### src/rtl/subleq_sequencer.sv
// rtl/subleq_sequencer.sv - SUBLEQ control FSM: operand fetch, load, write-back and branch
// Owns the pc and the memory request/ack handshake; one instruction = six memory transactions.
module subleq_sequencer #(
    parameter int ADDR_WIDTH = 8,
    parameter int DATA_WIDTH = 8,
    parameter logic [ADDR_WIDTH-1:0] RESET_PC  = '0,
    parameter logic [ADDR_WIDTH-1:0] HALT_ADDR = {ADDR_WIDTH{1'b1}}
) (
    input  logic                  clkIn,
    input  logic                  reset,
    input  logic                  start,
    input  logic                  stopReq,
    output logic                  memReq,
    output logic                  memWe,
    output logic [ADDR_WIDTH-1:0] memAddr,
    output logic [DATA_WIDTH-1:0] memWdata,
    input  logic [DATA_WIDTH-1:0] memRdata,
    input  logic                  memAck,
    output logic [ADDR_WIDTH-1:0] pc,
    output logic                  busy,
    output logic                  halted,
    output logic                  instrDone
);

    typedef enum logic [2:0] {
        IDLE    = 3'd0,
        FETCH_A = 3'd1,
        FETCH_B = 3'd2,
        FETCH_C = 3'd3,
        LOAD_A  = 3'd4,
        LOAD_B  = 3'd5,
        WRITE_B = 3'd6,
        HALTED  = 3'd7
    } state_t;

    state_t                state_q, state_d;
    logic [ADDR_WIDTH-1:0] pc_q, pc_d;
    logic [ADDR_WIDTH-1:0] opa_q, opa_d;
    logic [ADDR_WIDTH-1:0] opb_q, opb_d;
    logic [ADDR_WIDTH-1:0] opc_q, opc_d;
    logic [DATA_WIDTH-1:0] vala_q, vala_d;
    logic [DATA_WIDTH-1:0] valb_q, valb_d;
    logic                  instr_done_q, instr_done_d;

    logic [DATA_WIDTH-1:0] diff;
    logic                  leq;

    assign diff = valb_q - vala_q;
    assign leq  = diff[DATA_WIDTH-1] | (diff == '0);

    always_ff @(posedge clkIn or posedge reset) begin
        if (reset) begin
            state_q      <= IDLE;
            pc_q         <= RESET_PC;
            opa_q        <= '0;
            opb_q        <= '0;
            opc_q        <= '0;
            vala_q       <= '0;
            valb_q       <= '0;
            instr_done_q <= 1'b0;
        end else begin
            state_q      <= state_d;
            pc_q         <= pc_d;
            opa_q        <= opa_d;
            opb_q        <= opb_d;
            opc_q        <= opc_d;
            vala_q       <= vala_d;
            valb_q       <= valb_d;
            instr_done_q <= instr_done_d;
        end
    end

    // Request outputs decode from registered state only, so they hold steady until the ack.
    always_comb begin
        state_d      = state_q;
        pc_d         = pc_q;
        opa_d        = opa_q;
        opb_d        = opb_q;
        opc_d        = opc_q;
        vala_d       = vala_q;
        valb_d       = valb_q;
        instr_done_d = 1'b0;
        memReq       = 1'b0;
        memWe        = 1'b0;
        memAddr      = '0;
        memWdata     = '0;

        case (state_q)
            IDLE, HALTED: begin
                if (start) begin
                    pc_d    = RESET_PC;
                    state_d = FETCH_A;
                end
            end
            FETCH_A: begin
                memReq  = 1'b1;
                memAddr = pc_q;
                if (memAck) begin
                    opa_d   = memRdata[ADDR_WIDTH-1:0];
                    state_d = FETCH_B;
                end
            end
            FETCH_B: begin
                memReq  = 1'b1;
                memAddr = pc_q + ADDR_WIDTH'(1);
                if (memAck) begin
                    opb_d   = memRdata[ADDR_WIDTH-1:0];
                    state_d = FETCH_C;
                end
            end
            FETCH_C: begin
                memReq  = 1'b1;
                memAddr = pc_q + ADDR_WIDTH'(2);
                if (memAck) begin
                    opc_d   = memRdata[ADDR_WIDTH-1:0];
                    state_d = LOAD_A;
                end
            end
            LOAD_A: begin
                memReq  = 1'b1;
                memAddr = opa_q;
                if (memAck) begin
                    vala_d  = memRdata;
                    state_d = LOAD_B;
                end
            end
            LOAD_B: begin
                memReq  = 1'b1;
                memAddr = opb_q;
                if (memAck) begin
                    valb_d  = memRdata;
                    state_d = WRITE_B;
                end
            end
            WRITE_B: begin
                memReq   = 1'b1;
                memWe    = 1'b1;
                memAddr  = opb_q;
                memWdata = diff;
                if (memAck) begin
                    instr_done_d = 1'b1;
                    pc_d         = leq ? opc_q : pc_q + ADDR_WIDTH'(3);
                    // Halt wins over a pending stop so the halted status is never lost.
                    if (leq && (opc_q == HALT_ADDR)) begin
                        state_d = HALTED;
                    end else if (stopReq) begin
                        state_d = IDLE;
                    end else begin
                        state_d = FETCH_A;
                    end
                end
            end
            default: state_d = IDLE;
        endcase
    end

    assign pc        = pc_q;
    assign busy      = (state_q != IDLE) && (state_q != HALTED);
    assign halted    = (state_q == HALTED);
    assign instrDone = instr_done_q;

endmodule

### config.mk
export PLATFORM = sky130hd
export DESIGN_NAME = subleq_sequencer
export DESIGN_NICKNAME = d
export VERILOG_FILES = /design/src/rtl/subleq_sequencer.sv
export SDC_FILE = /design/constraint.sdc
export NUM_CORES = 1
export LEC_CHECK = 0
export CAP_MARGIN = 20
export CORE_MARGIN = 2
export CORE_UTILIZATION = 56
export DETAILED_ROUTE_END_ITERATION = 7
export GPL_TIMING_DRIVEN = 0
export PLACE_DENSITY_LB_ADDON = 0.08
export SETUP_SLACK_MARGIN = 0.4
export SYNTH_ARGS = -nofsm -noshare
export SYNTH_HDL_FRONTEND = slang
export SYNTH_SLANG_ARGS = --single-unit
### constraint.sdc
create_clock -name clkIn -period 3.7 [get_ports clkIn]
set_clock_uncertainty 0.2 [all_clocks]
set_input_delay 0.555 -clock clkIn [delete_from_list [all_inputs] [get_ports clkIn]]
set_output_delay 0.555 -clock clkIn [all_outputs]
set_load 0.01 [all_outputs]
==> flow_summary.json, run 1 <==
{
  "die_x_um": 80.4,
  "synth-adder-area-share_pct": 5.20,
  "outcome": "finished, final reports clean",
  "synthMuxAreaShare_pct": 14.6,
  "multiInputGateArea_um2": 1900,
  "min_path_type": "primary input to asynchronous set/reset pin",
  "critical_path_class": "register to output port",
  "synth-seq-area-share_pct": 39.8,
  "synth_cell_types": 57,
  "p_leak_uw": 0.00171,
  "drtIter0Drc": 259,
  "power_frac_clock_pct": 8.1,
  "p_comb_share_pct": 65.9,
  "first_global_vias": 2659,
  "avgSynthCellArea_um2": 9.91,
  "switching_share_pct": 44.3,
  "grt_pass1_wl_um": 13200,
  "initial_core_util_pct": 58.7,
  "pin_count": 42,
  "portBuffers": 41,
  "fmax_mhz": 308,
  "synth_top_area_cell": "dfrtp_1",
  "drt_wl_total_um": 8270,
  "num_vias": 2778,
  "rows": 27,
  "grt_max_degree": 44,
  "drc": 0,
  "cts_made_buffers": 5,
  "wl_per_cell_um": 18.1,
  "p_int_uw": 2190,
  "cp-end-kind": "output port",
  "cts_hold_buf": 0,
  "cap_violations": 0,
  "synthToLayoutAreaGrowth_pct": 22.1,
  "r2r_setup_slack_ps": 760,
  "antenna_found_initial": 0,
  "synth-edff-count": 0,
  "hpwl_um": 6100,
  "worstMarginPinSlew_ps": 771,
  "dp_slack_ps": 343,
  "gp_congestion": 0.903,
  "ctsRootBufferMaster": "clkbuf_8",
  "viasPerCell": 6.08,
  "layout_commonest_cell": "dfrtp_1",
  "fill_cells": 439,
  "final_cells": 457,
  "grt_usage_pct": 27.1,
  "power.switching_uw": 1740,
  "yosys-top-cells-area": "dfrtp_1, mux2_2, ha_1",
  "regArea_um2": 1310,
  "die_area_um2": 6470,
  "reg2reg_depth": 11,
  "cp_cell_sequence": "inv_2 > ha_1 > inv_1 > fa_2 > a211o_1 > buf_4 > a2111oi_4 > nor3b_2 > nor2_1 > clkbuf_2",
  "min_period_ps": 3240,
  "synth_area_um2": 3270,
  "ys_async_sr_fraction_pct": 100,
  "cpMaxStageDelayCell": "dfrtp_1",
  "core_um2": 5570,
  "synth_top_area_share_pct": 39.8,
  "dp.cells": 444,
  "final_cell_mix": "dfrtp_1, mux2_2, clkdlybuf4s50_1",
  "synth_xor_area_share_pct": 4.02,
  "max-vdd-ir-drop_mv": 0.733,
  "cp_max_fo": 3,
  "fin_ws_ps": 457,
  "htree_levels": 2,
  "rr_startpoint": "valb_q[0]",
  "pwr-share-seq_pct": 26.0,
  "utilization_pct": 71.6,
  "rsz0062_at_grt": "true",
  "cts_tree": "done",
  "period_share_pct": 87.6,
  "cts.sinks": 52,
  "hold_viol": 0,
  "drv_slew": 0,
  "ys_seq_elements": 52,
  "r2r_end": "state_q[2]",
  "setup-violations-final": 0,
  "crit_arrival_ps": 2490,
  "max_stage_delay_ps": 400,
  "clk_pin_slew_worst_paths_ps": 100,
  "cts_buffer_depth": 2,
  "slew_headroom_pct": 48.4,
  "synth_top_family_by_area": "compound AO/OA/AOI/OAI gates",
  "synth_compound_area_share_pct": 17.6,
  "clock_latency_ps": 310,
  "required_ps": 2940,
  "syn_nets": 356,
  "fin_tns_setup_ps": 0,
  "synthSimpleGateAreaFrac_pct": 14.8,
  "final_antenna_net_count": 0,
  "final_nets": 411,
  "synthFlopType": "dfrtp_1",
  "die_h_um": 80.4,
  "drive_gt1_share_pct": 24.2,
  "grt-ovfl-total": 0,
  "n_antenna_cell": 0,
  "syn_inst": 330,
  "ys_warn_count": 0,
  "start_kind": "register",
  "p_per_area_nw_per_um2": 984,
  "drt_first_pass_iters": 5
}
## power by group through the flow
stage	clock network (µW)	registers, µW	logic, µW
floorplan	0	976	1710
global placement	0	1010	2330
detailed placement	0	1030	2380
CTS	327	1020	2490
global route	347	1050	2800
finish	319	1020	2590
## worst max path at each step
stage	startpoint	end	cells after the start
final	valb_q[0]	memWdata[6]	10
after CTS	valb_q[0]	memWdata[6]	10
after global routing	valb_q[0]	memWdata[6]	10
after floorplan	valb_q[0]	memWdata[6]	8
after global placement	valb_q[0]	memWdata[6]	9
after detailed placement	valb_q[0]	memWdata[6]	9
## registers in the layout, indices dropped and copies added (netlist names)
register	flops
valb_q	8
pc	8
instrDone	1
opc_q	8
vala_q	8
opb_q	8
opa_q	8
state_q	3
## per-layer routing
layer / global-route usage (%) / wire (µm) / vias to the layer above
met5: 0 / 0 / -
met4: 8.64 / 146 / 0
met3: 3.82 / 396 / 15
met2: 44.1 / 4010 / 108
met1: 37.5 / 3720 / 1352
li1: - / - / 1303
## worst max-delay path: cells and delay by family (launching register included)
kind                       cells  cell delay (ps)
buffers and inverters          4              420
adders and majority gates      2              520
DFF                            1              400
AOI/OAI and AO/OA              2              590
and+or+nand+nor                2              240
## Yosys cell counts, drive strengths merged, types with 2 or more instances
master and count:
o31ai 3, xor2 6, a221o 6, a221oi 5, buf 8, mux2i 6, a22oi 6, o221ai 3
a211oi 3, and3 3, a21o 4, xnor2 9, o21ai 13, dfrtp 52, or2 3, clkbuf 8
nor2b 4, nor3 10, nor2 22, ha 12, nand2b 3, a31oi 3, nand2 29, nand4 3
inv 17, o22ai 2, nand3 9, a21oi 15, and2 6, nor3b 3, a32o 2, o2111ai 2
mux2 37
## repair_timing
action | in CTS | in global routing
hold endpoints to repair | 0 | 0
setup buffers | 2 | 4
gates resized for setup | 14 | 17
gates cloned | 0 | 0
endpoints found under the setup margin | 8 | 10
pin swaps | 1 | 4
## layout make-up
class / instances / area share, %
clock buffers: 5 / 1.72
plain buffers: 16 / 1.97
inverters: 17 / 1.60
repair buffers: 48 / 11.8
flip-flops and latches: 52 / 32.7
clock inverters: 2 / 0.313
multi-input cells: 245 / 47.7
well taps: 72 / 2.26
## metrics by stage
stage	hold slack (ps)	area [µm²]	total power, µW
after CTS	281	3930	3830
after global placement	289	3770	3340
after detailed placement	295	3790	3410
final	274	3990	3930
after global routing	290	3990	4190
after floorplan	277	3270	2680
## cell families after synthesis
logic type               Yosys count
AO/OA/AOI/OAI                     77
XOR/XNOR                          15
adder cells (fa/ha/maj)           13
buffers and inverters             33
flip-flops                        52
multiplexers                      43
AND/OR/NAND/NOR                   97
Note: power is estimated with default switching activity, not from simulation.
==> inputs of run 2 (changes only) <==
--- a/config.mk
+++ b/config.mk
@@ -11,6 +11,7 @@
 export DETAILED_ROUTE_END_ITERATION = 7
 export GPL_TIMING_DRIVEN = 0
 export PLACE_DENSITY_LB_ADDON = 0.08
+export REMOVE_ABC_BUFFERS = 1
 export SETUP_SLACK_MARGIN = 0.4
 export SYNTH_ARGS = -nofsm -noshare
 export SYNTH_HDL_FRONTEND = slang
==> run 2 against run 1 <==
Against the previous run:
- final cell count decreased by 2.8%
- sequential share of layout area increased by 0.39 points
- worst setup slack improved by 35 ps
- critical path type unchanged
- largest power group unchanged
==> flow_summary.json, run 2 (same netlist as run 1, synthesis figures left out) <==
{
  "drt_first_pass_iters": 5,
  "r2r_end": "pc[0]",
  "cts_buffer_depth": 2,
  "cp-end-kind": "output port",
  "core_um2": 5570,
  "viasPerCell": 6.24,
  "initial_core_util_pct": 58.7,
  "cts_tree": "done",
  "cts.sinks": 52,
  "synthToLayoutAreaGrowth_pct": 21.7,
  "gp_congestion": 0.859,
  "final_nets": 397,
  "first_global_vias": 2607,
  "grt_usage_pct": 26.2,
  "max-vdd-ir-drop_mv": 0.714,
  "final_antenna_net_count": 0,
  "rows": 27,
  "gr-usage-met3_pct": 3.82,
  "stdcell_area_um2": 3980,
  "met1_usage_pct": 36.6,
  "wl_per_cell_um": 18.1,
  "clock_latency_ps": 310,
  "outcome": "finished, final reports clean",
  "fmax_mhz": 312,
  "required_ps": 2940,
  "min_path_type": "primary input to asynchronous set/reset pin",
  "die_h_um": 80.4,
  "drive_gt1_share_pct": 23.4,
  "min_period_ps": 3210,
  "hold_viol": 0,
  "slew_headroom_pct": 44.1,
  "placed_cell_area_um2": 3720,
  "ctsRootBufferMaster": "clkbuf_8",
  "die_area_um2": 6470,
  "htree_levels": 2,
  "final_cell_mix": "dfrtp_1, clkdlybuf4s50_1, mux2_2",
  "layout_commonest_cell": "dfrtp_1",
  "grt.busiest_layer": "met2",
  "fin_tns_setup_ps": 0,
  "grt-ovfl-total": 0,
  "reg2reg_depth": 11,
  "rsz0062_at_grt": "false",
  "worstMarginPinSlew_ps": 835,
  "drtIter0Drc": 159,
  "cp_max_fo": 21,
  "p_leak_uw": 0.00168,
  "cts_made_buffers": 5,
  "portBuffers": 41,
  "drt_wl_total_um": 8020,
  "crit_arrival_ps": 2450,
  "use_met2_pct": 41.4,
  "dp.cells": 428,
  "pin_count": 42,
  "p_per_area_nw_per_um2": 999,
  "total_power_uw": 3980,
  "n_antenna_cell": 0,
  "period_share_pct": 86.7,
  "num_vias": 2771,
  "rr_startpoint": "valb_q[0]",
  "fill_cells": 432,
  "r2r_setup_slack_ps": 780,
  "drv_slew": 0,
  "setup-violations-final": 0,
  "clk_pin_slew_worst_paths_ps": 90,
  "final_cells": 444,
  "grt_max_degree": 39,
  "cap_violations": 0,
  "die_x_um": 80.4,
  "critical_path_class": "register to output port",
  "grt_pass1_wl_um": 13000,
  "start_kind": "register",
  "drc": 0,
  "antenna_found_initial": 0,
  "hpwl_um": 5740
}
-- run 2: cell count changes in the layout (fill, tap and decap cells not counted), sizes merged --
cell | before | now
clkbuf | 17 | 7
buf | 12 | 10
bufinv | 0 | 1
clkdlybuf4s15 | 1 | 0
clkdlybuf4s50 | 37 | 38
clkinv | 1 | 0
dlygate4sd2 | 1 | 2
dlymetal6s2s | 1 | 0
inv | 17 | 16
-- run 2: how the worst max path moves through the flow --
stage	slack, ps	endpoint	startpoint
floorplan	1030	memWdata[6]	valb_q[0]
global placement	290	memAddr[7]	state_q[0]
detailed placement	260	memAddr[5]	state_q[0]
CTS	450	memWdata[6]	valb_q[0]
global route	400	memAddr[6]	state_q[0]
finish	490	memAddr[6]	state_q[0]
-- run 2: per-layer routing --
metal	vias up	routed length [µm]
met1	1355	3530
met4	0	157
li1	1277	-
met5	-	0
met2	122	3850
met3	17	474
-- run 2: area by class of cell --
type	count	area (µm²)	area share [%]
clock buffer	7	96.3	2.42
clock inverter	1	30.0	0.754
inverter	17	67.6	1.70
multi-input combinational	245	1900	47.7
sequential	52	1320	33.1
tap	72	90.1	2.26
timing repair buffer	50	483	12.1
-- run 2: worst max-delay path: stages, from the launching register on --
cell             delay [ps]
dfrtp_4                 630
clkinvlp_4              280
buf_4                   210
nor2_1                  140
a22oi_1                 110
o221ai_1                200
clkdlybuf4s50_1         580
-- run 2: power by group --
group / internal (µW) / switching (µW)
Combinational: 1200 / 1170
Clock: 239 / 185
Sequential: 842 / 338
-- run 2: stage by stage --
step | setup WS [ps] | util (%) | hold WS [ps]
2_1_floorplan | 1030 | - | 277
3_3_place_gp | 287 | 66.4 | 290
3_5_place_dp | 255 | 66.8 | 297
4_1_cts | 450 | 70.1 | 319
5_1_grt | 396 | 71.4 | 341
6_report | 493 | 71.4 | 316
-- run 2: timing repair --
item	CTS	global route
setup buffers	2	6
pin swaps	4	2
resized for setup	18	8
hold buffers	0	0
endpoints found under the setup margin	12	10
hold endpoints to repair	0	0
